[src/rtl/lcd_ci_sequencer.sv]
// HD44780 bus sequencer behind a Nios II custom-instruction slot: setup/E-pulse/hold timing, 4/8-bit bus, execution waits.
// Define LCD_SEQ_INIT_EN to build the power-on init ROM behind opcode 0x03.
module lcd_ci_sequencer #(
   parameter int BUS_WIDTH         = 8,
   parameter int SETUP_CYCLES      = 3,
   parameter int EN_PULSE_CYCLES   = 12,
   parameter int CMD_WAIT_CYCLES   = 2000,
   parameter int CLEAR_WAIT_CYCLES = 82000
) (
   input  logic        clk,
   input  logic        reset,
   input  logic        clk_en,
   input  logic        start,
   input  logic [31:0] dataa,
   input  logic [31:0] datab,
   output logic [31:0] result,
   output logic        done,
   output logic [7:0]  lcd_data,
   output logic        lcd_rs,
   output logic        lcd_rw,
   output logic        lcd_en,
   output logic        lcd_backlight
);

   localparam int MAX_SP  = (SETUP_CYCLES > EN_PULSE_CYCLES) ? SETUP_CYCLES : EN_PULSE_CYCLES;
   localparam int MAX_WT  = (CMD_WAIT_CYCLES > CLEAR_WAIT_CYCLES) ? CMD_WAIT_CYCLES : CLEAR_WAIT_CYCLES;
   localparam int MAX_LEN = (MAX_SP > MAX_WT) ? MAX_SP : MAX_WT;
   localparam int CNT_W   = $clog2(MAX_LEN + 1);

   localparam logic [CNT_W-1:0] SETUP_LAST = CNT_W'(SETUP_CYCLES - 1);
   localparam logic [CNT_W-1:0] PULSE_LAST = CNT_W'(EN_PULSE_CYCLES - 1);
   localparam logic [CNT_W-1:0] CMD_LAST   = CNT_W'(CMD_WAIT_CYCLES - 1);
   localparam logic [CNT_W-1:0] CLEAR_LAST = CNT_W'(CLEAR_WAIT_CYCLES - 1);
   localparam logic [CNT_W-1:0] CNT_ONE    = CNT_W'(1);

   typedef enum logic [2:0] {
      ST_IDLE,
      ST_SETUP,
      ST_PULSE,
      ST_HOLD,
      ST_WAIT,
      ST_DONE
   } state_t;

   state_t           state_q, state_d;
   logic [CNT_W-1:0] cnt_q, cnt_d;
   logic [7:0]       byte_q, byte_d;
   logic             rs_q, rs_d;
   logic             err_q, err_d;
   logic             nib_lo_q, nib_lo_d;
   logic             single_q, single_d;
   logic             wait_clr_q, wait_clr_d;
   logic             backlight_q, backlight_d;
   logic [7:0]       lcd_data_q, lcd_data_d;
   logic             lcd_rs_q, lcd_rs_d;
   logic             lcd_en_q, lcd_en_d;
   logic             done_q, done_d;
   logic [31:0]      result_q, result_d;
   logic [CNT_W-1:0] wait_last;

   logic unused_bits;
   assign unused_bits = ^{dataa[31:8], datab[31:8]};

   // In 4-bit mode only lcd_data[7:4] is wired to the panel.
   function automatic logic [7:0] bus_word(input logic [7:0] b, input logic lo);
      if (BUS_WIDTH == 4) begin
         return lo ? {b[3:0], 4'h0} : {b[7:4], 4'h0};
      end
      return b;
   endfunction

`ifdef LCD_SEQ_INIT_EN
   localparam logic [2:0] INIT_LAST = (BUS_WIDTH == 4) ? 3'd7 : 3'd6;

   logic       init_act_q, init_act_d;
   logic [2:0] init_idx_q, init_idx_d;
   logic [9:0] rom_step;

   // Each entry is {single_nibble, force_clear_wait, byte}.
   function automatic logic [9:0] init_step(input logic [2:0] idx);
      logic [9:0] s;
      if (BUS_WIDTH == 4) begin
         case (idx)
            3'd0, 3'd1, 3'd2: s = {2'b11, 8'h30};
            3'd3:             s = {2'b11, 8'h20};
            3'd4:             s = {2'b00, 8'h28};
            3'd5:             s = {2'b00, 8'h0C};
            3'd6:             s = {2'b01, 8'h01};
            default:          s = {2'b00, 8'h06};
         endcase
      end else begin
         case (idx)
            3'd0, 3'd1, 3'd2: s = {2'b01, 8'h30};
            3'd3:             s = {2'b00, 8'h38};
            3'd4:             s = {2'b00, 8'h0C};
            3'd5:             s = {2'b01, 8'h01};
            default:          s = {2'b00, 8'h06};
         endcase
      end
      return s;
   endfunction
`endif

   always_comb begin
      state_d     = state_q;
      cnt_d       = cnt_q;
      byte_d      = byte_q;
      rs_d        = rs_q;
      err_d       = err_q;
      nib_lo_d    = nib_lo_q;
      single_d    = single_q;
      wait_clr_d  = wait_clr_q;
      backlight_d = backlight_q;
      lcd_data_d  = lcd_data_q;
      lcd_rs_d    = lcd_rs_q;
      result_d    = result_q;
`ifdef LCD_SEQ_INIT_EN
      init_act_d  = init_act_q;
      init_idx_d  = init_idx_q;
      rom_step    = init_step(init_idx_q + 3'd1);
`endif
      wait_last   = wait_clr_q ? CLEAR_LAST : CMD_LAST;

      case (state_q)
         ST_IDLE: begin
            if (start) begin
               byte_d     = datab[7:0];
               rs_d       = (dataa[7:0] == 8'h01);
               err_d      = 1'b0;
               nib_lo_d   = 1'b0;
               single_d   = 1'b0;
               wait_clr_d = (dataa[7:0] == 8'h00) && (datab[7:0] <= 8'h03);
               cnt_d      = '0;
               case (dataa[7:0])
                  8'h00, 8'h01: state_d = ST_SETUP;
                  8'h02: begin
                     backlight_d = datab[0];
                     state_d     = ST_DONE;
                  end
`ifdef LCD_SEQ_INIT_EN
                  8'h03: begin
                     init_act_d = 1'b1;
                     init_idx_d = 3'd0;
                     {single_d, wait_clr_d, byte_d} = init_step(3'd0);
                     state_d    = ST_SETUP;
                  end
`endif
                  default: begin
                     err_d   = 1'b1;
                     state_d = ST_DONE;
                  end
               endcase
            end
         end
         ST_SETUP: begin
            if (cnt_q == SETUP_LAST) begin
               cnt_d   = '0;
               state_d = ST_PULSE;
            end else begin
               cnt_d = cnt_q + CNT_ONE;
            end
         end
         ST_PULSE: begin
            if (cnt_q == PULSE_LAST) begin
               cnt_d   = '0;
               state_d = ST_HOLD;
            end else begin
               cnt_d = cnt_q + CNT_ONE;
            end
         end
         ST_HOLD: begin
            if (cnt_q == SETUP_LAST) begin
               cnt_d = '0;
               // Full bytes on a 4-bit bus go round again for the low nibble.
               if (BUS_WIDTH == 4 && !single_q && !nib_lo_q) begin
                  nib_lo_d = 1'b1;
                  state_d  = ST_SETUP;
               end else begin
                  state_d = ST_WAIT;
               end
            end else begin
               cnt_d = cnt_q + CNT_ONE;
            end
         end
         ST_WAIT: begin
            if (cnt_q == wait_last) begin
               cnt_d   = '0;
               state_d = ST_DONE;
`ifdef LCD_SEQ_INIT_EN
               if (init_act_q) begin
                  if (init_idx_q != INIT_LAST) begin
                     init_idx_d = init_idx_q + 3'd1;
                     {single_d, wait_clr_d, byte_d} = rom_step;
                     nib_lo_d   = 1'b0;
                     state_d    = ST_SETUP;
                  end else begin
                     init_act_d = 1'b0;
                  end
               end
`endif
            end else begin
               cnt_d = cnt_q + CNT_ONE;
            end
         end
         ST_DONE: state_d = ST_IDLE;
         default: state_d = ST_IDLE;
      endcase

      // Bus value changes only at the start of a transfer, so it is stable through setup, pulse and hold.
      if (state_d == ST_SETUP && state_q != ST_SETUP) begin
         lcd_data_d = bus_word(byte_d, nib_lo_d);
         lcd_rs_d   = rs_d;
      end
      if (state_d == ST_DONE && state_q != ST_DONE) begin
         result_d = {err_d, 21'd0, backlight_d, rs_d, byte_d};
      end
      lcd_en_d = (state_d == ST_PULSE);
      done_d   = (state_d == ST_DONE);
   end

   always_ff @(posedge clk or posedge reset) begin
      if (reset) begin
         state_q     <= ST_IDLE;
         cnt_q       <= '0;
         byte_q      <= 8'h00;
         rs_q        <= 1'b0;
         err_q       <= 1'b0;
         nib_lo_q    <= 1'b0;
         single_q    <= 1'b0;
         wait_clr_q  <= 1'b0;
         backlight_q <= 1'b1;
         lcd_data_q  <= 8'h00;
         lcd_rs_q    <= 1'b0;
         lcd_en_q    <= 1'b0;
         done_q      <= 1'b0;
         result_q    <= 32'h0;
`ifdef LCD_SEQ_INIT_EN
         init_act_q  <= 1'b0;
         init_idx_q  <= 3'd0;
`endif
      end else if (clk_en) begin
         state_q     <= state_d;
         cnt_q       <= cnt_d;
         byte_q      <= byte_d;
         rs_q        <= rs_d;
         err_q       <= err_d;
         nib_lo_q    <= nib_lo_d;
         single_q    <= single_d;
         wait_clr_q  <= wait_clr_d;
         backlight_q <= backlight_d;
         lcd_data_q  <= lcd_data_d;
         lcd_rs_q    <= lcd_rs_d;
         lcd_en_q    <= lcd_en_d;
         done_q      <= done_d;
         result_q    <= result_d;
`ifdef LCD_SEQ_INIT_EN
         init_act_q  <= init_act_d;
         init_idx_q  <= init_idx_d;
`endif
      end
   end

   assign result        = result_q;
   assign done          = done_q;
   assign lcd_data      = lcd_data_q;
   assign lcd_rs        = lcd_rs_q;
   assign lcd_rw        = 1'b0;
   assign lcd_en        = lcd_en_q;
   assign lcd_backlight = backlight_q;

endmodule

[config.mk]
export PLATFORM = sky130hd
export DESIGN_NAME = lcd_ci_sequencer
export DESIGN_NICKNAME = d
export VERILOG_FILES = /design/src/rtl/lcd_ci_sequencer.sv
export SDC_FILE = /design/constraint.sdc
export NUM_CORES = 1
export LEC_CHECK = 0
export ABC_AREA = 0
export CAP_MARGIN = 20
export CORE_ASPECT_RATIO = 0.9
export CORE_MARGIN = 2
export CORE_UTILIZATION = 40
export DETAILED_ROUTE_END_ITERATION = 7
export PLACE_DENSITY = 0.77
export SLEW_MARGIN = 20
export SYNTH_ARGS = -nofsm -noshare
export SYNTH_HDL_FRONTEND = slang
export SYNTH_SLANG_ARGS = --single-unit
[constraint.sdc]
create_clock -name clk -period 2.4 [get_ports clk]
set_clock_uncertainty 0.15 [all_clocks]
set_input_delay 0.24 -clock clk [delete_from_list [all_inputs] [get_ports clk]]
set_output_delay 0.24 -clock clk [all_outputs]
set_load 0.01 [all_outputs]
==> flow_metrics.py <==
metrics = {
    "status": {
        "status": "finished clean",
    },
    "drt": {
        "antenna_left": 0,
        "wire_per_inst_microns": 14.4,
        "wl_met1_mm": 3.12,
        "wirelength_mm": 6.78,
        "dr_wl_met3_microns": 272,
        "routed_via_density": 5.17,
        "via_count": 2431,
        "drcViolationCount": 0,
        "dr_wl_met2_mm": 3.31,
        "top_layer_used": "met4",
        "drtIter0Drc": 183,
        "drt_pre_antenna_iters": 4,
    },
    "floorplanning": {
        "rows": 29,
        "die_height_microns": 85.7,
        "die_area_sq_um": 8120,
        "initial_core_util": 0.417,
        "die_x_microns": 94.7,
        "io_pins": 113,
        "core_sq_um": 7110,
    },
    "power": {
        "p_int_mw": 2.23,
        "pwr-share-clk": 0.154,
        "combPwrFrac": 0.430,
        "powerDensity_nw_per_um2": 904,
        "pwr-share-seq": 0.417,
        "switching_share": 0.355,
        "vdd_ir_drop_max_uv": 302,
        "power.switching_mw": 1.23,
        "fin_total_pwr_mw": 3.45,
        "power_leakage_nw": 1.62,
    },
    "grt": {
        "grt_max_degree": 38,
        "grt_first_pass_wirelength_mm": 11.0,
        "grt_pass1_vias": 2342,
        "gr-total-overflow": 0,
        "antenna_found_initial": 0,
        "grt_util_all_layers": 0.172,
    },
    "layout": {
        "final_layout_size_suffix_gt1_frac": 0.255,
        "nFillCells": 634,
        "regArea_sq_um": 1350,
        "multi_input_area_sq_um": 1480,
        "fin_nets": 446,
        "finish.instance_area_sq_um": 3820,
        "diodes": 0,
        "synthToLayoutAreaGrowth_pct": 28.9,
    },
    "timing": {
        "post-route-period-util": 0.976,
        "finalSetupViolCount": 0,
        "hold_viol": 0,
        "rsz0062_at_grt": "true",
        "final.min_clock_period_ns": 2.34,
        "tightest_slew_ns": 0.523,
        "fmaxAchievable_mhz": 427,
        "fin_hold_ws_ns": 0.0781,
        "drv_slew": 0,
        "slew_headroom": 0.650,
    },
    "flow_run": {
        "cap_violations": 0,
    },
    "synth": {
        "synth_most_common_cell": "dfrtp_1",
        "synth_commonest_cells": "dfrtp_1 (53), nor2_1 (27), nand2_1 (23)",
        "synth-seq-cells": 54,
        "syn_area_sq_um": 2960,
        "synth_edf_count": 0,
        "synth_top_area_cell": "dfrtp_1",
        "ys_top_cells_by_area": "dfrtp_1 (45%), buf_4 (5.6%), mux2_2 (3.4%)",
        "synth_top_area_share": 0.447,
        "synth_warnings": 0,
        "syn_inst": 297,
        "ys_types": 60,
        "ys_seq_area_frac": 0.456,
        "ys.flop_type": "dfrtp_1",
        "async_flop_share": 1.00,
        "avgSynthCellArea_sq_um": 9.98,
    },
    "setup_path": {
        "crit_type": "flop to flop",
        "crit_fanout": 5,
        "cp.buffers_inverters": 2,
        "max_stage_delay_ns": 0.57,
        "required_ns": 2.50,
        "slowest_stage": "or4_4",
        "path_cells": "or4_4 -> nor3_2 -> a31oi_2 -> a211oi_4 -> buf_4 -> buf_4 -> nor2_1 -> a21oi_1",
        "critPathCaptureType": "flop",
        "critPathTopFamily": "simple AND/OR/NAND/NOR gates",
        "worstPathArrival_ns": 2.44,
        "crit_path_start_kind": "flop",
        "cpMostUsedCell": "buf_4",
    },
    "clock_network": {
        "clk_latency_ns": 0.31,
        "cts_max_level": 2,
        "cts_hold_buf": 0,
        "ctsRootBufferMaster": "clkbuf_8",
        "clockBufferDepth": 2,
        "cts_tree": "yes",
        "clk_pin_slew_ns": 0.11,
        "clock-sinks": 54,
        "cts_buffers": 5,
    },
    "place": {
        "port_buffers": 42,
        "place.gp.congestion": 0.838,
        "dpl.hpwl_mm": 5.02,
        "postPlaceCellArea_sq_um": 3670,
    },
    "hold_path": {
        "hold_class": "primary input to async pin",
    },
}
final cells by class:
cell class,instances,area share
Clock inverter,3,0.00655
Sequential cell,54,0.354
Timing Repair Buffer,81,0.198
Clock buffer,5,0.0180
Multi-Input combinational cell,228,0.387
Tap cell,93,0.0305
Inverter,6,0.00590
final timing paths:
path                       startpoint       endpoint  slack (ns)  cells after the start
max                         cnt_q[11]      result[9]        0.06                      8
min                             reset       cnt_q[9]        0.08                      2
max reg2reg                 cnt_q[11]      result[9]        0.06                      8
min reg2reg                      done           done        0.34                      1
max in group asynchronous       reset  lcd_backlight        1.43                      3
min in group clk                 done           done        0.34                      1
logic make-up (layout without fill, tap and decap cells):
family | count (synthesis) | in the layout | share of synthesized area
AO/OA/AOI/OAI | 61 | 61 | 0.148
multiplexers | 19 | 19 | 0.0680
adder cells (fa/ha/maj) | 2 | 2 | 0.00844
flip-flops | 54 | 54 | 0.456
buffers and inverters | 37 | 95 | 0.0836
AND/OR/NAND/NOR | 117 | 118 | 0.217
other | 1 | 22 | 0.00127
XOR/XNOR | 6 | 6 | 0.0177
cells in the final DEF, fill, tap and decap left out, types with 5 or more instances in the layout:
| cell | n |
|---|---|
| a21oi_1 | 16 |
| a21oi_2 | 10 |
| a22o_1 | 5 |
| buf_4 | 35 |
| clkbuf_8 | 5 |
| clkdlybuf4s50_1 | 42 |
| conb_1 | 22 |
| dfrtp_1 | 53 |
| mux2_2 | 9 |
| mux2i_1 | 10 |
| nand2_1 | 23 |
| nand3_1 | 11 |
| nor2_1 | 27 |
| nor2_2 | 9 |
| nor2b_1 | 5 |
| nor4_2 | 5 |
| o21ai_0 | 11 |
| or3_1 | 5 |
power by group through the flow:
stage / sequential, mW / clock [mW] / combinational (mW)
6_report: 1.44 / 0.531 / 1.48
3_3_place_gp: 1.44 / 0 / 1.42
2_1_floorplan: 1.52 / 0 / 0.695
5_1_grt: 1.48 / 0.579 / 1.62
3_5_place_dp: 1.45 / 0 / 1.46
4_1_cts: 1.43 / 0.545 / 1.47
what timing repair did:
item | 4_1_cts | 5_1_grt
pin swaps | 1 | 2
cloned | 0 | 1
gates resized for setup | 0 | 7
setup endpoints to repair | 1 | 30
setup buffers | 2 | 0
state kept, by name, summed over array words and instances (netlist names):
name and flops:
lcd_rs 1, cnt_q 17, state_q 3, result 11, done 1, wait_clr_q 1, lcd_data 8, byte_q 8
lcd_en 1, rs_q 1, lcd_backlight 1, err_q 1
per-layer routing:
layer	vias to the layer above	global-route usage
met5	-	0
met4	0	0.0474
met3	8	0.0237
met2	77	0.284
met1	1171	0.237
li1	1175	-
stage by stage:
stage	setup slack, ns	utilization	setup TNS [ns]	std cells
finish	0.0569	0.537	0	470
global route	-0.0487	0.537	-0.519	470
CTS	0.0395	0.531	0	469
detailed placement	-0.148	0.516	-1.67	459
global placement	-0.177	0.516	-1.37	459
floorplan	0.124	-	0	318
Power figures use the tool's default switching activity.
